--- config.mk ---
export PLATFORM = sky130hd
export DESIGN_NAME = dram_arbiter
export DESIGN_NICKNAME = d
export VERILOG_FILES = /design/src/rtl/dram_arbiter.sv
export SDC_FILE = /design/constraint.sdc
export NUM_CORES = 1
export LEC_CHECK = 0
export BUFFER_PORTS_ARGS = -buffer_cell sky130_fd_sc_hd__buf_2
export CORE_AREA = 2 2 94 96
export CTS_BUF_LIST = sky130_fd_sc_hd__clkbuf_16
export CTS_CLUSTER_DIAMETER = 30
export DETAILED_ROUTE_END_ITERATION = 16
export DIE_AREA = 0 0 96 98
export GPL_ROUTABILITY_DRIVEN = 0
export PLACE_DENSITY = 0.67
export SYNTH_ARGS = -nofsm -noshare
export SYNTH_HDL_FRONTEND = slang
export SYNTH_SLANG_ARGS = --single-unit
--- constraint.sdc ---
create_clock -name cpu_clk -period 1.6 [get_ports cpu_clk]
set_input_delay 0.4 -clock cpu_clk [delete_from_list [all_inputs] [get_ports cpu_clk]]
set_output_delay 0.4 -clock cpu_clk [all_outputs]
set_load 0.02 [all_outputs]
--- src/rtl/dram_arbiter.sv ---
// Per-cycle arbiter sharing the single-port data DRAM between the CPU (m0) and the loader (m1); ARB_CPU_PRIO_EN selects CPU priority with m1 anti-starvation instead of round-robin.
// Latency: grant and DRAM command are combinational in the request cycle; read data and rvalid return exactly one cycle after the grant.
// Backpressure: a master holds req/we/addr/wdata until gnt; one access per cycle, fully pipelined, no request accepted without gnt.

module dram_arbiter #(
    parameter int AW         = 14,
    parameter int DW         = 32,
    parameter int STARVE_MAX = 4
) (
    input  logic          cpu_clk,
    input  logic          cpu_rst,
    input  logic          m0_req,
    input  logic          m0_we,
    input  logic [AW-1:0] m0_addr,
    input  logic [DW-1:0] m0_wdata,
    output logic          m0_gnt,
    output logic          m0_rvalid,
    output logic [DW-1:0] m0_rdata,
    input  logic          m1_req,
    input  logic          m1_we,
    input  logic [AW-1:0] m1_addr,
    input  logic [DW-1:0] m1_wdata,
    output logic          m1_gnt,
    output logic          m1_rvalid,
    output logic [DW-1:0] m1_rdata,
    output logic [AW-1:0] dram_addr,
    output logic [DW-1:0] dram_wdata,
    output logic          dram_we,
    input  logic [DW-1:0] dram_rd
);

    if (STARVE_MAX < 1) begin : g_bad_starve_max
        $error("dram_arbiter: STARVE_MAX must be at least 1");
    end

    logic       m0_win;
    logic       m1_win;
    logic       conflict_to_m1;
    logic [1:0] rd_pend_q;
    logic [1:0] rd_pend_d;

`ifdef ARB_CPU_PRIO_EN
    localparam int SCW = $clog2(STARVE_MAX + 1);

    logic [SCW-1:0] starve_q;
    logic [SCW-1:0] starve_d;

    // CPU wins conflicts until m1 has been refused STARVE_MAX cycles in a row.
    assign conflict_to_m1 = (starve_q == SCW'(STARVE_MAX));

    always_comb begin
        starve_d = starve_q;
        if (!m1_req || m1_win) begin
            starve_d = '0;
        end else if (starve_q != SCW'(STARVE_MAX)) begin
            starve_d = starve_q + 1'b1;
        end
    end

    always_ff @(posedge cpu_clk) begin
        if (cpu_rst) begin
            starve_q <= '0;
        end else begin
            starve_q <= starve_d;
        end
    end
`else
    logic last_gnt_q;
    logic last_gnt_d;

    // last_gnt_q = 1 means m1 held the most recent grant; resets to m1 so m0 wins first.
    assign conflict_to_m1 = ~last_gnt_q;

    always_comb begin
        last_gnt_d = last_gnt_q;
        if (m1_win) begin
            last_gnt_d = 1'b1;
        end else if (m0_win) begin
            last_gnt_d = 1'b0;
        end
    end

    always_ff @(posedge cpu_clk) begin
        if (cpu_rst) begin
            last_gnt_q <= 1'b1;
        end else begin
            last_gnt_q <= last_gnt_d;
        end
    end
`endif

    // No grant may be issued while reset is held, even with requests present.
    always_comb begin
        m0_win = 1'b0;
        m1_win = 1'b0;
        if (!cpu_rst) begin
            if (m0_req && m1_req) begin
                m1_win = conflict_to_m1;
                m0_win = ~conflict_to_m1;
            end else begin
                m0_win = m0_req;
                m1_win = m1_req;
            end
        end
    end

    assign m0_gnt = m0_win;
    assign m1_gnt = m1_win;

    always_comb begin
        dram_addr  = '0;
        dram_wdata = '0;
        dram_we    = 1'b0;
        if (m0_win) begin
            dram_addr  = m0_addr;
            dram_wdata = m0_wdata;
            dram_we    = m0_we;
        end else if (m1_win) begin
            dram_addr  = m1_addr;
            dram_wdata = m1_wdata;
            dram_we    = m1_we;
        end
    end

    assign rd_pend_d = {m1_win & ~m1_we, m0_win & ~m0_we};

    always_ff @(posedge cpu_clk) begin
        if (cpu_rst) begin
            rd_pend_q <= 2'b00;
        end else begin
            rd_pend_q <= rd_pend_d;
        end
    end

    // A read in flight when reset arrives is dropped rather than returned.
    assign m0_rvalid = rd_pend_q[0] & ~cpu_rst;
    assign m1_rvalid = rd_pend_q[1] & ~cpu_rst;
    assign m0_rdata  = m0_rvalid ? dram_rd : '0;
    assign m1_rdata  = m1_rvalid ? dram_rd : '0;

endmodule

After elaboration in Yosys (flattened, before gate mapping)
Cells that the tools add are included.
W data, S select, Z words.
{ "totals": {"register_bits": 3, "input_bits": 130, "output_inout_bits": 115, "word_cells": 24} }
{ "op_classes": {"n_mux": 12, "n_bitwise": 8, "reduce_logical": 2} }
{ "op_table": {"columns": ["operator", "n"], "rows": [
  ["$mux W32", 4],
  ["$mux W14", 2],
  ["$mux W1", 6],
  ["$and A1 B1 Y1", 4],
  ["$not A1 Y1", 4],
  ["$reduce_or A2 Y1", 1],
  ["$logic_and A1 B1 Y1", 1]
]} }

Longest topological paths before layout
{ "logic_depth": {"word_depth": 5, "depth_mapped": 4, "ltp_nobuf": 2} }

Worst setup path after synthesis
OpenSTA, ideal clock, no wires.
{ "synth_timing": {"path_kind": "in2out", "startpoint": "input port cpu_rst", "endpoint": "output port dram_wdata[10]", "arrival_time_ns": 1.392, "t_required_ns": 1.200, "setup_slack_ns": -0.192, "stages": 4, "n_path_buf": 2, "path_cell_list": "buf_4 clkbuf_2 nand2b_1 o32ai_1"} }
{ "synth_via": {"elab_chain_len": 3, "elab_cells_between_ends": 4, "cone_classes": "4 x mux"} }
{ "synth_rtl": {"columns": ["element", "line_no", "rtl"], "rows": [
  ["from (decl)", "11", "input logic cpu_rst,"],
  ["$mux W1", "96", "if (!cpu_rst) begin"],
  ["$mux W32", "118", "end else if (m1_win) begin"],
  ["$mux W32 *", "114", "if (m0_win) begin"],
  ["to (decl)", "27", "output logic [DW-1:0] dram_wdata,"]
]} }
Mark *: on every way between the ends. The rest lies on a longest branch, timed or not.

Worst setup path in the final report
{ "layout_timing": {"startpoint": "register last_gnt_q", "endpoint": "output port dram_addr[3]"} }
{ "layout_via": {"elab_chain_len": 5, "elab_cells_between_ends": 7, "cone_classes": "6 x mux; 1 x bitwise"} }
{ "layout_rtl": {"columns": ["element", "line_no", "rtl"], "rows": [
  ["from (decl)", "68", "logic last_gnt_q;"],
  ["from (signal assigned)", "87", "last_gnt_q <= last_gnt_d;"],
  ["$not A1 Y1", "72", "assign conflict_to_m1 = ~last_gnt_q;"],
  ["$mux W1", "97", "if (m0_req && m1_req) begin"],
  ["$mux W1", "96", null],
  ["$mux W14", "118", null],
  ["$mux W14 *", "114", null],
  ["to (decl)", "26", "output logic [AW-1:0] dram_addr,"]
]} }
Marked as above.

==> out/metrics.cfg <==
[worst_setup_path]
ff2ff_setup_slack_ps = 430
start_kind = flip-flop
end_kind = primary output
arrival_ps = 1470
r2r_start = last_gnt_q
crit_path_start = last_gnt_q
worstPathRequired_ps = 1200
crit_fanout = 17
crit_type = reg -> out

[floorplan]
die_area_um2 = 9410
dieHeight_um = 98
io_pins = 245
num_rows = 34
initial_core_util_pct = 21.9
die_x_um = 96
core_area_um2 = 8470

[finish]
final_layout_size_suffix_gt1_share_pct = 81.5
final_cell_mix = buf_2, buf_6, nand2b_1, and2_4, o32ai_4
final_common_cell = buf_2
area_growth_pct = 213
final_core_utilization_pct = 68.5
fin_nets = 672

[yosys]
synth.cell_area_um2 = 1850
synth_fp_nets = 382
synth.distinct_cells = 19
avgSynthCellArea_um2 = 7.36
yosys_warnings = 0
ys_seq_area_share_pct = 3.24
ys_ff_latch = 3
synth_cells = 252

[drt]
drtPass1Iterations = 4
wire_per_inst_um = 18.2
drtIter0Drc = 49
drc = 0
dr_total_vias = 3121
via_per_inst = 4.80
wl_um = 11800
antenna_left = 0

[global_routing]
grt_max_degree = 51
antenna_found_initial = 1
grt-ovfl-total = 0
grt_pass1_vias = 3385
grt.total_usage_pct = 23.9
grt_pass1_wl_um = 17500

[timing]
clock_skew_ps = 2.24
period_needed_ps = 1870
hold_violations = 0
relSlewSlack_pct = 83.0
slew_violations = 0
fmaxAchievable_mhz = 533
timing.final.ws_setup_ps = -275
rsz0062_at_grt = true
worst_pin_slew_ps = 256
post-route-period-util_pct = 117
finalSetupViolCount = 114

[clock_tree]
ctsLongestPathBuffers = 2
hold_buffers = 0
cts_root_buf = clkbuf_16
htree_levels = 1
clock_latency_ps = 220
cts.sinks = 3
cts_tree = built
cts_inserted_buffers = 3
cts.reportedPaths.clkPinSlew_ps = 30

[min_path]
min_from = m1_we
hold_path_class = in -> reg

[power_and_ir_drop]
irDropWorstVdd_mv = 0.292
p_leak_nw = 2.53
p_per_area_nw_per_um2 = 335
p_total_w = 0.00194

[job]
max_cap_viol_count = 0

[run_status]
status = finished with violations
violations = negative setup slack

[placement]
dp_hpwl_um = 7310
io_buffers = 244

==> cell families (layout without fill, tap and decap cells) <==
kind of cell / count (synthesis) / in the layout / share of synthesized area (%)
other cells: 0 / 1 / 0
buf+inv: 33 / 322 / 9.99
compound gates: 49 / 49 / 30.4
flops: 3 / 3 / 3.24
simple gates: 167 / 167 / 56.3
==> metrics by stage <==
stage | hold slack, ps | std cells | TNS [ps] | instance area (um^2) | worst slack (ps)
2_1_floorplan | 477 | 252 | -930 | 2430 | -96.3
3_3_place_gp | 584 | 616 | -25650 | 4160 | -407
3_5_place_dp | 592 | 616 | -26630 | 4160 | -421
4_1_cts | 355 | 647 | -18990 | 5750 | -290
5_1_grt | 367 | 650 | -21800 | 5800 | -337
6_report | 363 | 650 | -17430 | 5800 | -275
==> worst max-delay path, cell delays in order, from the launching register on <==
cell     delay [ps]
dfxtp_4         330
buf_6           110
a21bo_4         240
buf_12          160
buf_12          150
o32ai_4         100
buf_6           150
==> state kept, by name (all words and copies together), names as in the netlist <==
register and count:
rd_pend_q 2, last_gnt_q 1
==> routing by layer <==
layer  track usage (%)  routed length, um
met2              48.2               6800
met4              8.13                312
met5                 0                  0
met1              23.6               3880
met3              3.55                816
==> timing repair <==
item | 4_1_cts | 5_1_grt
resized for setup | 331 | 24
setup buffers | 17 | 7
gates cloned | 10 | 1
setup endpoints to repair | 115 | 115
pin swaps | 60 | 20
==> where the power goes <==
| group | total [W] | switching (W) | internal [W] |
|---|---|---|---|
| logic | 0.00147 | 0.000662 | 0.000809 |
| registers | 0.0000809 | 0.00000215 | 0.0000788 |
| clock network | 0.000392 | 0.0000700 | 0.000322 |
==> Yosys cell counts <==
cell type,count,area share (%)
nand2_1,1,0.20
or2_2,1,0.34
nand2b_1,94,32
inv_2,1,0.20
a21o_1,1,0.41
clkbuf_2,6,1.6
buf_2,10,2.7
o32ai_2,18,16
nor3_1,2,0.54
and2_1,64,22
o32ai_1,29,14
dfxtp_1,3,3.2
a21bo_2,1,0.54
buf_6,4,2.4
buf_4,3,1.2
nor2b_2,3,1.4
clkbuf_1,9,1.8
nor4_1,1,0.34
nor2_1,1,0.20
==> final cells by class <==
class | count | area, um^2
clock inverters | 1 | 3.75
diodes | 1 | 2.50
inverters | 1 | 11.3
repair buffers | 317 | 2990
multi-input cells | 216 | 2510
fillers | 611 | 2670
flip-flops and latches | 3 | 63.8
well taps | 108 | 135
clock buffers | 3 | 75.1
==> final timing paths <==
kind,endpoint,cells past startpoint
worst max-delay path,dram_addr[3],6
worst min-delay path,rd_pend_q[1],2
worst max register to register,rd_pend_q[1],5
worst min register to register,last_gnt_q,4
Note: power is estimated with default switching activity, not from simulation.
